===== src/rtl/axi_master_bridge_if.sv =====
// Signal bundle for axi_master_bridge: local request/stream port plus the five AXI4 channels.
// The master modport is the bridge's view; the slave modport is the environment's view.
interface axi_master_bridge_if #(
    parameter int unsigned ID_W   = 4,
    parameter int unsigned ADDR_W = 32,
    parameter int unsigned DATA_W = 32,
    parameter int unsigned LEN_W  = 4
);
    logic                  req_valid;
    logic                  req_ready;
    logic                  req_write;
    logic [ADDR_W-1:0]     req_addr;
    logic [LEN_W-1:0]      req_len;
    logic                  wd_valid;
    logic [DATA_W-1:0]     wd_data;
    logic [DATA_W/8-1:0]   wd_strb;
    logic                  wd_ready;
    logic                  rd_valid;
    logic [DATA_W-1:0]     rd_data;
    logic                  rd_last;
    logic                  done;
    logic [1:0]            done_resp;

    logic [ID_W-1:0]       ARID;
    logic [ADDR_W-1:0]     ARADDR;
    logic [LEN_W-1:0]      ARLEN;
    logic [2:0]            ARSIZE;
    logic [1:0]            ARBURST;
    logic                  ARVALID;
    logic                  ARREADY;
    logic [ID_W-1:0]       RID;
    logic [DATA_W-1:0]     RDATA;
    logic [1:0]            RRESP;
    logic                  RLAST;
    logic                  RVALID;
    logic                  RREADY;
    logic [ID_W-1:0]       AWID;
    logic [ADDR_W-1:0]     AWADDR;
    logic [LEN_W-1:0]      AWLEN;
    logic [2:0]            AWSIZE;
    logic [1:0]            AWBURST;
    logic                  AWVALID;
    logic                  AWREADY;
    logic [DATA_W-1:0]     WDATA;
    logic [DATA_W/8-1:0]   WSTRB;
    logic                  WLAST;
    logic                  WVALID;
    logic                  WREADY;
    logic [ID_W-1:0]       BID;
    logic [1:0]            BRESP;
    logic                  BVALID;
    logic                  BREADY;

    modport master (
        input  req_valid, req_write, req_addr, req_len, wd_valid, wd_data, wd_strb,
        output req_ready, wd_ready, rd_valid, rd_data, rd_last, done, done_resp,
        output ARID, ARADDR, ARLEN, ARSIZE, ARBURST, ARVALID,
        input  ARREADY,
        input  RID, RDATA, RRESP, RLAST, RVALID,
        output RREADY,
        output AWID, AWADDR, AWLEN, AWSIZE, AWBURST, AWVALID,
        input  AWREADY,
        output WDATA, WSTRB, WLAST, WVALID,
        input  WREADY,
        input  BID, BRESP, BVALID,
        output BREADY
    );

    modport slave (
        output req_valid, req_write, req_addr, req_len, wd_valid, wd_data, wd_strb,
        input  req_ready, wd_ready, rd_valid, rd_data, rd_last, done, done_resp,
        input  ARID, ARADDR, ARLEN, ARSIZE, ARBURST, ARVALID,
        output ARREADY,
        output RID, RDATA, RRESP, RLAST, RVALID,
        input  RREADY,
        input  AWID, AWADDR, AWLEN, AWSIZE, AWBURST, AWVALID,
        output AWREADY,
        input  WDATA, WSTRB, WLAST, WVALID,
        output WREADY,
        output BID, BRESP, BVALID,
        input  BREADY
    );
endinterface


===== src/rtl/axi_master_bridge.sv =====
// AXI4 initiator: turns one local read/write request at a time into an INCR burst on the
// AR/R or AW/W/B channels and reports the worst response with a one-cycle done pulse.
module axi_master_bridge #(
    parameter int unsigned     ID_W   = 4,
    parameter int unsigned     ADDR_W = 32,
    parameter int unsigned     DATA_W = 32,
    parameter int unsigned     LEN_W  = 4,
    parameter logic [ID_W-1:0] MST_ID = '0
) (
    input logic                 ACLK,
    input logic                 ARESETn,
    axi_master_bridge_if.master bus
);
    localparam logic [2:0] AxSize  = 3'($clog2(DATA_W / 8));
    localparam logic [1:0] RespOk  = 2'b00;
    localparam logic [1:0] RespSlv = 2'b10;

    typedef enum logic [2:0] {StIdle, StAr, StR, StAw, StW, StB} state_e;

    state_e            r_state;
    state_e            w_state_nxt;
    logic [ADDR_W-1:0] r_addr;
    logic [LEN_W-1:0]  r_len;
    logic [LEN_W-1:0]  r_cnt;
    logic              r_done;
    logic [1:0]        r_resp;

    logic              w_req_acc;
    logic              w_r_beat;
    logic              w_w_beat;
    logic              w_cnt_last;
    logic [1:0]        w_beat_resp;
    logic [1:0]        w_resp_fold;

    assign w_cnt_last = (r_cnt == r_len);
    assign w_req_acc  = bus.req_valid && bus.req_ready;
    assign w_r_beat   = (r_state == StR) && bus.RVALID;
    assign w_w_beat   = (r_state == StW) && bus.wd_valid && bus.WREADY;

    // Foreign IDs and a burst length disagreeing with RLAST both count as SLVERR.
    always_comb begin
        if (r_state == StB) begin
            w_beat_resp = (bus.BID != MST_ID) ? RespSlv : bus.BRESP;
        end else begin
            w_beat_resp = (bus.RID != MST_ID) ? RespSlv : bus.RRESP;
            if (bus.RLAST && !w_cnt_last && (w_beat_resp < RespSlv)) begin
                w_beat_resp = RespSlv;
            end
        end
        w_resp_fold = (w_beat_resp > r_resp) ? w_beat_resp : r_resp;
    end

    always_comb begin
        w_state_nxt = r_state;
        unique case (r_state)
            StIdle:  if (w_req_acc) w_state_nxt = bus.req_write ? StAw : StAr;
            StAr:    if (bus.ARREADY) w_state_nxt = StR;
            StR:     if (bus.RVALID && bus.RLAST) w_state_nxt = StIdle;
            StAw:    if (bus.AWREADY) w_state_nxt = StW;
            StW:     if (w_w_beat && w_cnt_last) w_state_nxt = StB;
            StB:     if (bus.BVALID) w_state_nxt = StIdle;
            default: w_state_nxt = StIdle;
        endcase
    end

    always_ff @(posedge ACLK) begin
        if (!ARESETn) begin
            r_state <= StIdle;
            r_addr  <= '0;
            r_len   <= '0;
            r_cnt   <= '0;
            r_done  <= 1'b0;
            r_resp  <= RespOk;
        end else begin
            r_state <= w_state_nxt;
            r_done  <= 1'b0;
            case (r_state)
                StIdle: begin
                    if (w_req_acc) begin
                        r_addr <= bus.req_addr;
                        r_len  <= bus.req_len;
                        r_cnt  <= '0;
                        r_resp <= RespOk;
                    end
                end
                StR: begin
                    if (bus.RVALID) begin
                        r_resp <= w_resp_fold;
                        r_cnt  <= bus.RLAST ? '0 : r_cnt + LEN_W'(1);
                        r_done <= bus.RLAST;
                    end
                end
                StW: begin
                    if (w_w_beat) r_cnt <= w_cnt_last ? '0 : r_cnt + LEN_W'(1);
                end
                StB: begin
                    if (bus.BVALID) begin
                        r_resp <= w_resp_fold;
                        r_done <= 1'b1;
                    end
                end
                default: ;
            endcase
        end
    end

    // Held low during the done cycle so a new request lands the cycle after done.
    assign bus.req_ready = (r_state == StIdle) && !r_done && ARESETn;
    assign bus.done      = r_done;
    assign bus.done_resp = r_resp;

    assign bus.ARID    = MST_ID;
    assign bus.ARADDR  = r_addr;
    assign bus.ARLEN   = r_len;
    assign bus.ARSIZE  = AxSize;
    assign bus.ARBURST = 2'b01;
    assign bus.ARVALID = (r_state == StAr);

    assign bus.RREADY   = (r_state == StR);
    assign bus.rd_valid = w_r_beat;
    assign bus.rd_data  = bus.RDATA;
    assign bus.rd_last  = w_r_beat && bus.RLAST;

    assign bus.AWID    = MST_ID;
    assign bus.AWADDR  = r_addr;
    assign bus.AWLEN   = r_len;
    assign bus.AWSIZE  = AxSize;
    assign bus.AWBURST = 2'b01;
    assign bus.AWVALID = (r_state == StAw);

    assign bus.WVALID   = (r_state == StW) && bus.wd_valid;
    assign bus.WDATA    = bus.wd_data;
    assign bus.WSTRB    = bus.wd_strb;
    assign bus.WLAST    = (r_state == StW) && w_cnt_last;
    assign bus.wd_ready = (r_state == StW) && bus.WREADY;

    assign bus.BREADY = (r_state == StB);
endmodule


===== src/flat_wrapper.sv =====
// flat-port wrapper written by rule: the top's interface ports become plain ports
module axi_master_bridge_flat 
#(
    parameter int unsigned     ID_W   = 4,
    parameter int unsigned     ADDR_W = 32,
    parameter int unsigned     DATA_W = 32,
    parameter int unsigned     LEN_W  = 4,
    parameter logic [ID_W-1:0] MST_ID = '0
)
  (ACLK, ARESETn, bus_req_valid, bus_req_write, bus_req_addr, bus_req_len, bus_wd_valid, bus_wd_data, bus_wd_strb, bus_req_ready, bus_wd_ready, bus_rd_valid, bus_rd_data, bus_rd_last, bus_done, bus_done_resp, bus_ARID, bus_ARADDR, bus_ARLEN, bus_ARSIZE, bus_ARBURST, bus_ARVALID, bus_ARREADY, bus_RID, bus_RDATA, bus_RRESP, bus_RLAST, bus_RVALID, bus_RREADY, bus_AWID, bus_AWADDR, bus_AWLEN, bus_AWSIZE, bus_AWBURST, bus_AWVALID, bus_AWREADY, bus_WDATA, bus_WSTRB, bus_WLAST, bus_WVALID, bus_WREADY, bus_BID, bus_BRESP, bus_BVALID, bus_BREADY);
  axi_master_bridge_if #(.ID_W(ID_W), .ADDR_W(ADDR_W), .DATA_W(DATA_W), .LEN_W(LEN_W)) bus_i ();
  input logic ACLK;
  input logic ARESETn;
  input wire logic [$bits(bus_i.req_valid)-1:0] bus_req_valid;
  input wire logic [$bits(bus_i.req_write)-1:0] bus_req_write;
  input wire logic [$bits(bus_i.req_addr)-1:0] bus_req_addr;
  input wire logic [$bits(bus_i.req_len)-1:0] bus_req_len;
  input wire logic [$bits(bus_i.wd_valid)-1:0] bus_wd_valid;
  input wire logic [$bits(bus_i.wd_data)-1:0] bus_wd_data;
  input wire logic [$bits(bus_i.wd_strb)-1:0] bus_wd_strb;
  output wire logic [$bits(bus_i.req_ready)-1:0] bus_req_ready;
  output wire logic [$bits(bus_i.wd_ready)-1:0] bus_wd_ready;
  output wire logic [$bits(bus_i.rd_valid)-1:0] bus_rd_valid;
  output wire logic [$bits(bus_i.rd_data)-1:0] bus_rd_data;
  output wire logic [$bits(bus_i.rd_last)-1:0] bus_rd_last;
  output wire logic [$bits(bus_i.done)-1:0] bus_done;
  output wire logic [$bits(bus_i.done_resp)-1:0] bus_done_resp;
  output wire logic [$bits(bus_i.ARID)-1:0] bus_ARID;
  output wire logic [$bits(bus_i.ARADDR)-1:0] bus_ARADDR;
  output wire logic [$bits(bus_i.ARLEN)-1:0] bus_ARLEN;
  output wire logic [$bits(bus_i.ARSIZE)-1:0] bus_ARSIZE;
  output wire logic [$bits(bus_i.ARBURST)-1:0] bus_ARBURST;
  output wire logic [$bits(bus_i.ARVALID)-1:0] bus_ARVALID;
  input wire logic [$bits(bus_i.ARREADY)-1:0] bus_ARREADY;
  input wire logic [$bits(bus_i.RID)-1:0] bus_RID;
  input wire logic [$bits(bus_i.RDATA)-1:0] bus_RDATA;
  input wire logic [$bits(bus_i.RRESP)-1:0] bus_RRESP;
  input wire logic [$bits(bus_i.RLAST)-1:0] bus_RLAST;
  input wire logic [$bits(bus_i.RVALID)-1:0] bus_RVALID;
  output wire logic [$bits(bus_i.RREADY)-1:0] bus_RREADY;
  output wire logic [$bits(bus_i.AWID)-1:0] bus_AWID;
  output wire logic [$bits(bus_i.AWADDR)-1:0] bus_AWADDR;
  output wire logic [$bits(bus_i.AWLEN)-1:0] bus_AWLEN;
  output wire logic [$bits(bus_i.AWSIZE)-1:0] bus_AWSIZE;
  output wire logic [$bits(bus_i.AWBURST)-1:0] bus_AWBURST;
  output wire logic [$bits(bus_i.AWVALID)-1:0] bus_AWVALID;
  input wire logic [$bits(bus_i.AWREADY)-1:0] bus_AWREADY;
  output wire logic [$bits(bus_i.WDATA)-1:0] bus_WDATA;
  output wire logic [$bits(bus_i.WSTRB)-1:0] bus_WSTRB;
  output wire logic [$bits(bus_i.WLAST)-1:0] bus_WLAST;
  output wire logic [$bits(bus_i.WVALID)-1:0] bus_WVALID;
  input wire logic [$bits(bus_i.WREADY)-1:0] bus_WREADY;
  input wire logic [$bits(bus_i.BID)-1:0] bus_BID;
  input wire logic [$bits(bus_i.BRESP)-1:0] bus_BRESP;
  input wire logic [$bits(bus_i.BVALID)-1:0] bus_BVALID;
  output wire logic [$bits(bus_i.BREADY)-1:0] bus_BREADY;
  assign bus_i.req_valid = bus_req_valid;
  assign bus_i.req_write = bus_req_write;
  assign bus_i.req_addr = bus_req_addr;
  assign bus_i.req_len = bus_req_len;
  assign bus_i.wd_valid = bus_wd_valid;
  assign bus_i.wd_data = bus_wd_data;
  assign bus_i.wd_strb = bus_wd_strb;
  assign bus_req_ready = bus_i.req_ready;
  assign bus_wd_ready = bus_i.wd_ready;
  assign bus_rd_valid = bus_i.rd_valid;
  assign bus_rd_data = bus_i.rd_data;
  assign bus_rd_last = bus_i.rd_last;
  assign bus_done = bus_i.done;
  assign bus_done_resp = bus_i.done_resp;
  assign bus_ARID = bus_i.ARID;
  assign bus_ARADDR = bus_i.ARADDR;
  assign bus_ARLEN = bus_i.ARLEN;
  assign bus_ARSIZE = bus_i.ARSIZE;
  assign bus_ARBURST = bus_i.ARBURST;
  assign bus_ARVALID = bus_i.ARVALID;
  assign bus_i.ARREADY = bus_ARREADY;
  assign bus_i.RID = bus_RID;
  assign bus_i.RDATA = bus_RDATA;
  assign bus_i.RRESP = bus_RRESP;
  assign bus_i.RLAST = bus_RLAST;
  assign bus_i.RVALID = bus_RVALID;
  assign bus_RREADY = bus_i.RREADY;
  assign bus_AWID = bus_i.AWID;
  assign bus_AWADDR = bus_i.AWADDR;
  assign bus_AWLEN = bus_i.AWLEN;
  assign bus_AWSIZE = bus_i.AWSIZE;
  assign bus_AWBURST = bus_i.AWBURST;
  assign bus_AWVALID = bus_i.AWVALID;
  assign bus_i.AWREADY = bus_AWREADY;
  assign bus_WDATA = bus_i.WDATA;
  assign bus_WSTRB = bus_i.WSTRB;
  assign bus_WLAST = bus_i.WLAST;
  assign bus_WVALID = bus_i.WVALID;
  assign bus_i.WREADY = bus_WREADY;
  assign bus_i.BID = bus_BID;
  assign bus_i.BRESP = bus_BRESP;
  assign bus_i.BVALID = bus_BVALID;
  assign bus_BREADY = bus_i.BREADY;
  axi_master_bridge #(.ID_W(ID_W), .ADDR_W(ADDR_W), .DATA_W(DATA_W), .LEN_W(LEN_W), .MST_ID(MST_ID)) u_core (.ACLK(ACLK), .ARESETn(ARESETn), .bus(bus_i));
endmodule

===== config.mk =====
export PLATFORM = sky130hd
export DESIGN_NAME = axi_master_bridge_flat
export DESIGN_NICKNAME = d
export VERILOG_FILES = /design/src/rtl/axi_master_bridge_if.sv /design/src/rtl/axi_master_bridge.sv /design/src/flat_wrapper.sv
export SDC_FILE = /design/constraint.sdc
export NUM_CORES = 1
export LEC_CHECK = 0
export CELL_PAD_IN_SITES_DETAIL_PLACEMENT = 1
export CELL_PAD_IN_SITES_GLOBAL_PLACEMENT = 1
export CORE_MARGIN = 10
export CORE_UTILIZATION = 20
export CTS_CLUSTER_DIAMETER = 50
export DETAILED_ROUTE_END_ITERATION = 8
export PLACE_DENSITY = 0.87
export SLEW_MARGIN = 20
export SYNTH_ARGS = -nofsm -noshare
export SYNTH_HDL_FRONTEND = slang
export SYNTH_SLANG_ARGS = --single-unit
export TNS_END_PERCENT = 5

===== constraint.sdc =====
create_clock -name ACLK -period 3.3 [get_ports ACLK]
set_clock_uncertainty 0.15 [all_clocks]
set_input_delay 0.33 -clock ACLK [delete_from_list [all_inputs] [get_ports ACLK]]
set_output_delay 0.33 -clock ACLK [all_outputs]
set_load 0.02 [all_outputs]

==> results.ini <==
[finish]
area_delta_synth_final_pct = 30.1
n_antenna_cell = 0
fin_util_pct = 26.6
fill_cells = 1785
final_cells = 613
layout-drive-gt1-share_pct = 4.47
num-nets-final = 554

[global_route]
antenna_found_initial = 0
grt_pass1_wl_mm = 14.7
grt_pass1_vias = 2581
track_usage_pct = 9.15
grt_max_degree = 37
grt_overflow = 0

[sta]
period_needed_ps = 2880
rsz0062_at_grt = false
hold_violations = 0
fmax_mhz = 347
fin_crit_sh_pct = 87.3
finalSetupTns_ps = 0
setup_viol_count_final = 0
maxSlewViolCount = 0

[pwr]
pwr_density_cell_nw_per_um2 = 440
p_leak_nw = 1.45
ir_drop_v = 0.000170

[drt]
drt_iter0_markers = 47
ant_nets = 0
vias = 2524
routed_wl_mm = 10.1
viasPerCell = 4.12
post_drt_wl_per_cell_um = 16.5
firstDrtPassIters = 4
drcViolationCount = 0

[hold_path]
hold_path_depth = 2
hold_start = u_core.bus.ARADDR[20]
holdPathEnd = u_core.bus.ARADDR[20]
min_path_type = reg2reg

[run]
max-cap-violations = 0

[place]
dp_hpwl_mm = 8.15
dp.cells = 605
gp_congestion = 0.752
io_buffers = 143

[synth]
async_reset_ff_share_pct = 0
synth_top_cell_by_area = buf_4
synthTopCellsByCount = buf_4 (126), nand2_1 (83), dfxtp_1 (46)
syn_inst = 391
syn-cell-area_um2 = 3110
ys.flop_type = dfxtp_1
seq_area_frac_synth_pct = 29.7
ys_top_cells_by_area = buf_4 (30%), dfxtp_1 (30%), nand2_1 (10%), a21boi_0 (7.0%), a21boi_1 (2.7%)
synth_cell_type_count = 46
yosysMostFrequentCell = buf_4
synth-warning-count = 0
ys_seq_elements = 46
avgSynthCellArea_um2 = 7.94
synth_top_area_share_pct = 30.5
synth-edff-count = 0

[floorplan]
die_y_um = 145
rows = 45
start_util_pct = 20.4
die_x_um = 145
dieArea_um2 = 20900
fp.coreArea_um2 = 15200
ios = 298

[critical_path]
cp_cell_sequence = xor2_1 -> or4_4 -> a311oi_2 -> a31oi_1 -> ha_1 -> nand2_1 -> o2111ai_1 -> o22ai_1 -> o211a_1 -> o2bb2ai_1
required_ps = 3380
r2r-end = u_core.bus.done_resp[1]
rr_worst_depth = 10
arrival_ps = 2960
cp_max_fo = 5
critPathCaptureType = flop
crit_path_start_kind = flop
crit_type = reg2reg
reg2reg_slack_ps = 420
reg2reg_from = u_core.r_cnt[0]
cp_slowest_cell = or4_4
cpPeakStageDelay_ps = 590

[clock_network]
cts_inserted_buffers = 5
cts_buffer_depth = 2
cts_setup_buffers = 0
cts-resized-gates = 0
cts_tree = yes
clock-sinks = 46
cts_root_buf = clkbuf_16
path_clk_slew_ps = 70
htreeDepth = 2
ctsHoldBuffers = 0
insertion_delay_ps = 290

[run_status]
status = complete, no violations

==> stage by stage <==
stage | total power [mW] | hold WS, ps | setup WS (ps) | instance area, µm²
after detailed placement | 1.21 | 316 | 314 | 3870
final | 1.78 | 317 | 418 | 4040
after global placement | 1.20 | 307 | 431 | 3870
after CTS | 1.82 | 326 | 399 | 4040
after global routing | 1.88 | 340 | 226 | 4040
after floorplan | 1.10 | 310 | 568 | 3170
==> cells in the final DEF (no fill, tap or decap), types with 2 or more instances in the layout <==
cell | netlist | final
nor3b_1 | 3 | 3
a31oi_1 | 2 | 2
clkbuf_16 | 0 | 5
and3_1 | 4 | 4
buf_4 | 126 | 6
nor2_1 | 7 | 7
conb_1 | 2 | 18
and3b_1 | 2 | 2
and2_1 | 5 | 5
a22oi_1 | 2 | 2
nand2_1 | 83 | 83
nor4_1 | 2 | 2
clkdlybuf4s50_1 | 0 | 142
dfxtp_1 | 46 | 46
o211ai_1 | 3 | 3
a21boi_0 | 29 | 29
ha_1 | 3 | 3
nor3_1 | 2 | 2
a21oi_1 | 5 | 5
xor2_1 | 4 | 4
inv_1 | 4 | 4
a21boi_1 | 11 | 11
nor2b_1 | 4 | 4
nand3_1 | 7 | 7
==> per-layer routing <==
metal  GRT usage (%)  vias to the layer above  part of all wire [%]
met3            4.56                       27                    12
met5               0                        -                     0
met1            9.28                     1161                    38
met2            15.1                      122                    46
li1                -                     1214                     -
met4            5.05                        0                   3.6
==> worst max-delay path by stage <==
stage / startpoint / cells after the start / end
final: u_core.r_cnt[0] / 10 / u_core.bus.done_resp[1]
after global routing: u_core.r_cnt[0] / 10 / u_core.bus.done_resp[1]
after CTS: u_core.bus.ARLEN[1] / 10 / u_core.bus.done_resp[1]
after detailed placement: bus_RID[1] / 11 / u_core.bus.done_resp[1]
after global placement: bus_RID[1] / 11 / u_core.bus.done_resp[1]
after floorplan: u_core.bus.ARLEN[1] / 10 / u_core.bus.done_resp[1]
==> report_power, final <==
part           total, mW  internal (mW)  leakage (nW)  switching [mW]
clock network      0.589          0.358        0.0771           0.231
registers          0.626          0.595         0.374          0.0313
logic              0.563          0.261         0.999           0.302
total               1.78           1.21          1.45           0.564
==> cell families after synthesis <==
logic type               synth area share, %
multiplexers                           0.685
other                                  0.242
buffers and inverters                   32.7
flip-flops                              29.7
AO/OA/AOI/OAI                           16.0
XOR/XNOR                                1.13
AND/OR/NAND/NOR                         18.5
adder cells (fa/ha/maj)                 1.21
==> worst max-delay path, delay by kind of cell (launching register included) <==
| kind | cells | cell delay (ps) |
|---|---|---|
| AOI/OAI and AO/OA | 6 | 1130 |
| and+or+nand+nor | 2 | 670 |
| DFF | 1 | 430 |
| adders and majority gates | 1 | 320 |
| xor gates and xnor gates | 1 | 130 |
==> sequential cells by signal (all words and copies together) (netlist names) <==
signal	count
u_core.bus.done	1
u_core.r_state	3
u_core.bus.done_resp	2
u_core.bus.ARLEN	4
u_core.bus.ARADDR	32
u_core.r_cnt	4
==> cell type report <==
type | count | area [µm²] | area share (%)
clock buffer | 6 | 129 | 3.19
clock inverter | 2 | 37.5 | 0.929
inverter | 4 | 15.0 | 0.372
multi-input combinational | 218 | 1230 | 30.5
sequential | 46 | 921 | 22.8
tap | 188 | 235 | 5.82
timing repair buffer | 149 | 1470 | 36.4
Power figures use the tool's default switching activity.
